--- config.mk ---
export PLATFORM = sky130hd
export DESIGN_NAME = reg_writeback_unit
export DESIGN_NICKNAME = d
export VERILOG_FILES = /design/src/rtl/reg_writeback_unit.sv
export SDC_FILE = /design/constraint.sdc
export NUM_CORES = 1
export LEC_CHECK = 0
export ABC_AREA = 1
export ABC_CLOCK_PERIOD_IN_PS = 2600
export CAP_MARGIN = 0
export CORE_MARGIN = 1.5
export CORE_UTILIZATION = 55
export CTS_BUF_LIST = sky130_fd_sc_hd__clkbuf_4 sky130_fd_sc_hd__clkbuf_8
export DETAILED_ROUTE_END_ITERATION = 16
export GPL_TIMING_DRIVEN = 0
export PLACE_DENSITY_LB_ADDON = 0.1
export SLEW_MARGIN = 20
export SYNTH_ARGS = -nofsm -noshare
export SYNTH_HDL_FRONTEND = slang
export SYNTH_SLANG_ARGS = --single-unit
--- constraint.sdc ---
create_clock -name clk -period 2.6 [get_ports clk]
set_input_delay 0.78 -clock clk [delete_from_list [all_inputs] [get_ports clk]]
set_output_delay 0.78 -clock clk [all_outputs]
set_load 0.02 [all_outputs]
--- src/rtl/reg_writeback_unit.sv ---
// Writeback queue: merges memory-load and ALU results (memory has priority)
// into a small FIFO and drains one entry per cycle to the register file.
// pend_mask tracks which registers still have a write waiting in the queue.
module reg_writeback_unit #(
    parameter int DEPTH = 4
) (
    input  logic                     clk,
    input  logic                     rst_n,
    input  logic                     mem_valid,
    input  logic [3:0]               mem_dest,
    input  logic [15:0]              mem_data,
    output logic                     mem_ready,
    input  logic                     alu_valid,
    input  logic [3:0]               alu_dest,
    input  logic [15:0]              alu_data,
    output logic                     alu_ready,
    input  logic                     wb_stall,
    output logic                     reg_write_en,
    output logic [3:0]               reg_write_dest,
    output logic [15:0]              reg_write_data,
    output logic [15:0]              pend_mask,
    output logic [$clog2(DEPTH):0]   fifo_count
);

    localparam int AW = $clog2(DEPTH);
    localparam int CW = AW + 1;

    // Entry payload storage; occupancy is tracked separately in vld_q.
    logic [3:0]       dest_mem [DEPTH];
    logic [15:0]      data_mem [DEPTH];

    logic [DEPTH-1:0] vld_q, vld_d;
    logic [AW-1:0]    wr_ptr_q, wr_ptr_d;
    logic [AW-1:0]    rd_ptr_q, rd_ptr_d;
    logic [CW-1:0]    count_q, count_d;
    logic             wr_en_q, wr_en_d;
    logic [3:0]       wr_dest_q, wr_dest_d;
    logic [15:0]      wr_data_q, wr_data_d;

    logic             not_full;
    logic             take_mem;
    logic             take_alu;
    logic             push;
    logic             pop;
    logic [3:0]       in_dest;
    logic [15:0]      in_data;
    logic [15:0]      onehot [DEPTH];

    // Readiness depends only on occupancy, so a full queue refuses input even
    // while it drains; both readies are forced low while reset is asserted.
    assign not_full  = (count_q != CW'(DEPTH));
    assign mem_ready = rst_n & not_full;
    assign alu_ready = rst_n & not_full & ~mem_valid;

    assign take_mem  = mem_valid & mem_ready;
    assign take_alu  = alu_valid & alu_ready;
    assign in_dest   = take_mem ? mem_dest : alu_dest;
    assign in_data   = take_mem ? mem_data : alu_data;

    // Writes to register 0 are accepted but never enter the queue.
    assign push      = (take_mem | take_alu) & (in_dest != 4'd0);
    assign pop       = (count_q != '0) & ~wb_stall;

    // Next-state: tail push, head pop into the registered write port.
    always_comb begin
        vld_d     = vld_q;
        wr_ptr_d  = wr_ptr_q;
        rd_ptr_d  = rd_ptr_q;
        count_d   = count_q;
        wr_en_d   = 1'b0;
        wr_dest_d = wr_dest_q;
        wr_data_d = wr_data_q;
        if (pop) begin
            vld_d[rd_ptr_q] = 1'b0;
            rd_ptr_d        = rd_ptr_q + 1'b1;
            wr_en_d         = 1'b1;
            wr_dest_d       = dest_mem[rd_ptr_q];
            wr_data_d       = data_mem[rd_ptr_q];
        end
        if (push) begin
            vld_d[wr_ptr_q] = 1'b1;
            wr_ptr_d        = wr_ptr_q + 1'b1;
        end
        case ({push, pop})
            2'b10:   count_d = count_q + CW'(1);
            2'b01:   count_d = count_q - CW'(1);
            default: count_d = count_q;
        endcase
    end

    // Control state with asynchronous clear; queued entries are discarded.
    always_ff @(posedge clk or negedge rst_n) begin
        if (!rst_n) begin
            vld_q     <= '0;
            wr_ptr_q  <= '0;
            rd_ptr_q  <= '0;
            count_q   <= '0;
            wr_en_q   <= 1'b0;
            wr_dest_q <= 4'd0;
            wr_data_q <= 16'd0;
        end else begin
            vld_q     <= vld_d;
            wr_ptr_q  <= wr_ptr_d;
            rd_ptr_q  <= rd_ptr_d;
            count_q   <= count_d;
            wr_en_q   <= wr_en_d;
            wr_dest_q <= wr_dest_d;
            wr_data_q <= wr_data_d;
        end
    end

    // Payload write at the tail; contents are only meaningful where vld_q is set.
    always_ff @(posedge clk) begin
        if (push) begin
            dest_mem[wr_ptr_q] <= in_dest;
            data_mem[wr_ptr_q] <= in_data;
        end
    end

    for (genvar gi = 0; gi < DEPTH; gi++) begin : g_pend
        assign onehot[gi] = vld_q[gi] ? (16'd1 << dest_mem[gi]) : 16'd0;
    end

    // Pending mask: union of destinations over occupied entries.
    always_comb begin
        pend_mask = 16'd0;
        for (int i = 0; i < DEPTH; i++) begin
            pend_mask = pend_mask | onehot[i];
        end
    end

    assign reg_write_en   = wr_en_q;
    assign reg_write_dest = wr_dest_q;
    assign reg_write_data = wr_data_q;
    assign fifo_count     = count_q;

endmodule
==> flow_metrics.py <==
metrics = {
    "status": {
        "run_status": "finished with violations",
        "failed_checks": "negative setup slack",
    },
    "critical_path": {
        "worstPathCellList": "inv_1 -> nor3_1 -> nand2_1 -> nand4_1 -> clkdlybuf4s50_1",
        "timing.critical_path.buf_inv": 2,
        "worstSetupStartpointType": "register",
        "crit_family": "buffers and inverters",
        "timing.critical_path.fanout_max": 5,
        "cpMaxStageDelayCell": "clkdlybuf4s50_1",
        "timing.critical_path.arrival_ns": 2.02,
        "worstSetupEndpointType": "output pin",
        "worst-endpoint-required_ns": 1.82,
        "largest_stage_delay_on_the_critical_path_ns": 0.60,
        "worstSetupPathType": "register to output pin",
    },
    "placement": {
        "port_buffers": 86,
        "hpwlAfterDp_um": 8970,
        "pre_cts_slack_ns": -0.724,
        "gpl.final_weighted_congestion": 0.880,
    },
    "timing": {
        "post-route-worst-setup-slack_ns": -0.196,
        "fmax_ghz": 0.358,
        "slew_headroom_pct": 58.0,
        "final_max_slew_viol_count": 0,
        "final_hold_viol_count": 0,
        "worst_slew_pin_slew_ns": 0.631,
        "min_period_ns": 2.80,
        "worst_hold_slack_ns": 0.187,
        "setup_violations_final": 4,
        "rsz0062_at_grt": "true",
        "clock_skews_ns": 0.0170,
        "fin_crit_sh_pct": 108,
        "fin_tns_setup_ns": -0.404,
    },
    "worst_hold_path": {
        "hold_class": "primary input to asynchronous set/reset pin",
    },
    "layout": {
        "nFillCells": 688,
        "fraction_of_final_layout_cells_with_drive_strength_greater_than_1_pct": 18.9,
        "multi_input_comb_area_um2": 1970,
        "final_nets": 700,
        "seq_area_um2": 3200,
        "antenna-diode-count": 0,
        "finish.utilization_pct": 74.5,
        "synthToLayoutAreaGrowth_pct": 30.7,
    },
    "power": {
        "switching_power_mw": 2.79,
        "irDropWorstVdd_v": 0.000475,
        "netSwitchingFraction_pct": 40.9,
        "combinational_power_share_pct": 43.8,
        "power-per-cell-area_nw_per_um2": 991,
        "clock_power_share_pct": 16.3,
        "internal_power_mw": 4.03,
        "p_leak_nw": 2.71,
        "seq_power_share_pct": 39.9,
    },
    "yosys": {
        "ys_types": 24,
        "synth-seq-area-share_pct": 60.8,
        "synth_cells": 520,
        "netlist_area_um2": 5270,
        "mean_post_synth_cell_area_um2": 10.1,
        "yosys_register_bits": 112,
        "ys.warnings.count": 0,
        "synth_nets": 575,
    },
    "cts": {
        "cts_inserted_buffers": 9,
        "htreeDepth": 3,
        "tritoncts_clock_tree": "yes",
        "buffer_type_at_the_clock_tree_root": "clkbuf_8",
        "clock_sink_count": 112,
        "clk_pin_slew_worst_paths_ns": 0.12,
        "max-clock-path-buffers": 2,
        "holdBufCountCts": 0,
        "insertion_delay_ns": 0.37,
    },
    "drt": {
        "drtPass1Iterations": 5,
        "detail_route.wirelength_um": 13700,
        "detail_route.drc_violations": 0,
        "antenna_violating_nets_post_route": 0,
        "drt-vias-per-instance": 5.57,
        "first_drt_iteration_drcs": 310,
        "wire_per_inst_um": 17.6,
        "detailroute.via_count": 4338,
    },
    "floorplanning": {
        "initial_utilization_pct": 57.0,
        "placeableCoreArea_um2": 9240,
        "core.rowCount": 35,
        "fp.dieH_um": 101,
        "dieArea_um2": 10200,
        "die_width_um": 101,
        "floorplan.io_pins": 87,
    },
    "grt": {
        "grt_most_used_layer": "met2",
        "grt_overflow_total": 0,
        "via_count_of_the_first_global_routing_pass": 4275,
        "track_usage_pct": 28.4,
        "grt_pass1_wl_um": 21600,
        "groute.layer.met2.usage_pct": 48.4,
        "grt_antenna_before_repair": 0,
        "use_met1_pct": 37.5,
        "pin_count_of_the_biggest_net_entering_global_routing": 22,
        "met3_usage_grt_pct": 3.68,
    },
    "run": {
        "number_of_maximum_capacitance_constraint_violations": 0,
    },
}
power groups by stage:
stage                     clock network (mW)  registers (mW)  logic, mW
final                                   1.11            2.72       2.99
after global routing                    1.19            2.77       3.30
after CTS                               1.12            2.72       2.90
after detailed placement                   0            2.76       2.84
after global placement                     0            2.74       2.76
after floorplan                            0            2.91       1.51
registers in the layout (all words and copies together) (netlist names):
register        count
rd_ptr_q            2
data_mem           64
reg_write_en        1
fifo_count          3
reg_write_data     16
wr_ptr_q            2
vld_q               4
dest_mem           16
reg_write_dest      4
worst reg2reg max path: stages (launching register included):
cell	delay [ns]
dfrtp_1	0.43
nor2_2	0.20
nand2_4	0.11
nand4_1	0.10
nand2_2	0.14
nor2_4	0.15
nand2_4	0.09
nand2_4	0.07
ha_1	0.17
inv_1	0.08
fa_1	0.39
a21oi_1	0.14
o21ai_1	0.09
xor2_1	0.14
final timing paths:
kind	from	to	slack (ns)	depth (start not counted)
max	dest_mem[3][2]$_DFFE_PP_	pend_mask[12]	-0.20	5
min	rst_n	reg_write_data[12]$_DFFE_PN0P_	0.19	1
max reg2reg	fifo_count[1]$_DFFE_PN0P_	fifo_count[2]$_DFFE_PN0P_	0.19	13
min reg2reg	vld_q[1]$_DFF_PN0_	vld_q[1]$_DFF_PN0_	0.54	2
max in group asynchronous	rst_n	rd_ptr_q[1]$_DFFE_PN0P_	1.98	3
min in group clk	vld_q[1]$_DFF_PN0_	vld_q[1]$_DFF_PN0_	0.54	2
cells in the final DEF, fill, tap and decap left out, types with 2 or more instances in the layout:
master,n
nand2_1,90
nor2_1,89
edfxtp_1,80
clkdlybuf4s50_1,68
o21ai_0,42
dfrtp_1,32
inv_1,28
buf_4,26
nand4_1,20
a31oi_1,20
nor3_2,19
mux2_2,16
nor3_1,13
clkbuf_1,10
ha_1,9
clkbuf_8,9
clkbuf_2,9
nand2_2,7
clkinvlp_4,7
a21oi_1,7
nor2_4,6
nand3_1,6
buf_2,6
dlygate4sd2_1,4
dlymetal6s2s_1,4
nand2_4,3
inv_8,3
buf_6,2
xor2_1,2
buf_12,2
routing by layer:
metal | wire length (um) | vias to the layer above | share of wire, %
li1 | - | 2046 | -
met1 | 5670 | 2091 | 41
met2 | 6910 | 176 | 50
met3 | 819 | 25 | 6.0
met4 | 301 | 0 | 2.2
met5 | 0 | - | 0
cell usage after synthesis:
master	count	share of area, %
nand2_1	93	6.6
nor2_1	93	6.6
edfxtp_1	80	46
o21ai_0	43	4.1
inv_1	33	2.4
dfrtp_1	32	15
nor3_1	32	3.0
a31oi_1	20	2.4
nand4_1	20	2.4
mux2_2	16	3.4
clkbuf_1	10	0.71
ha_1	9	2.1
a21oi_1	8	0.76
buf_2	8	0.76
nand3_1	6	0.57
nand2_2	4	0.48
nand2_4	3	0.64
buf_6	2	0.43
nor2_4	2	0.43
xor2_1	2	0.33
fa_1	1	0.38
nand3_4	1	0.33
nor2_2	1	0.12
xnor2_1	1	0.17
final cells by class:
class	count	share of cell area (%)
Sequential cell	112	46.5
Multi-Input combinational cell	355	28.7
Timing Repair Buffer	113	15.6
Tap cell	129	2.35
Inverter	33	2.02
Clock buffer	9	1.80
Buffer	19	1.42
Clock inverter	7	1.40
Timing Repair inverter	2	0.218
logic make-up after synthesis:
group / Yosys count / synth area share (%)
xor gates and xnor gates: 3 / 0.499
muxes: 16 / 3.42
DFF: 112 / 60.8
adders and majority gates: 10 / 2.52
buffers and inverters: 53 / 4.25
AOI/OAI and AO/OA: 71 / 7.22
and+or+nand+nor: 255 / 21.2
timing repair:
action                                  in CTS  in global routing
gates cloned                                 2                  1
hold endpoints to repair                     0                  0
pin swaps                                    0                  1
resized for setup                           36                 42
endpoints found under the setup margin     100                 77
buffers inserted                             6                 19
through the flow:
stage	cells	power, mW	cell area, um^2
after floorplan	520	4.42	5270
after global placement	735	5.50	6290
after detailed placement	736	5.60	6300
after CTS	760	6.75	6680
after global routing	779	7.26	6880
final	779	6.82	6880
Power figures use the tool's default switching activity.
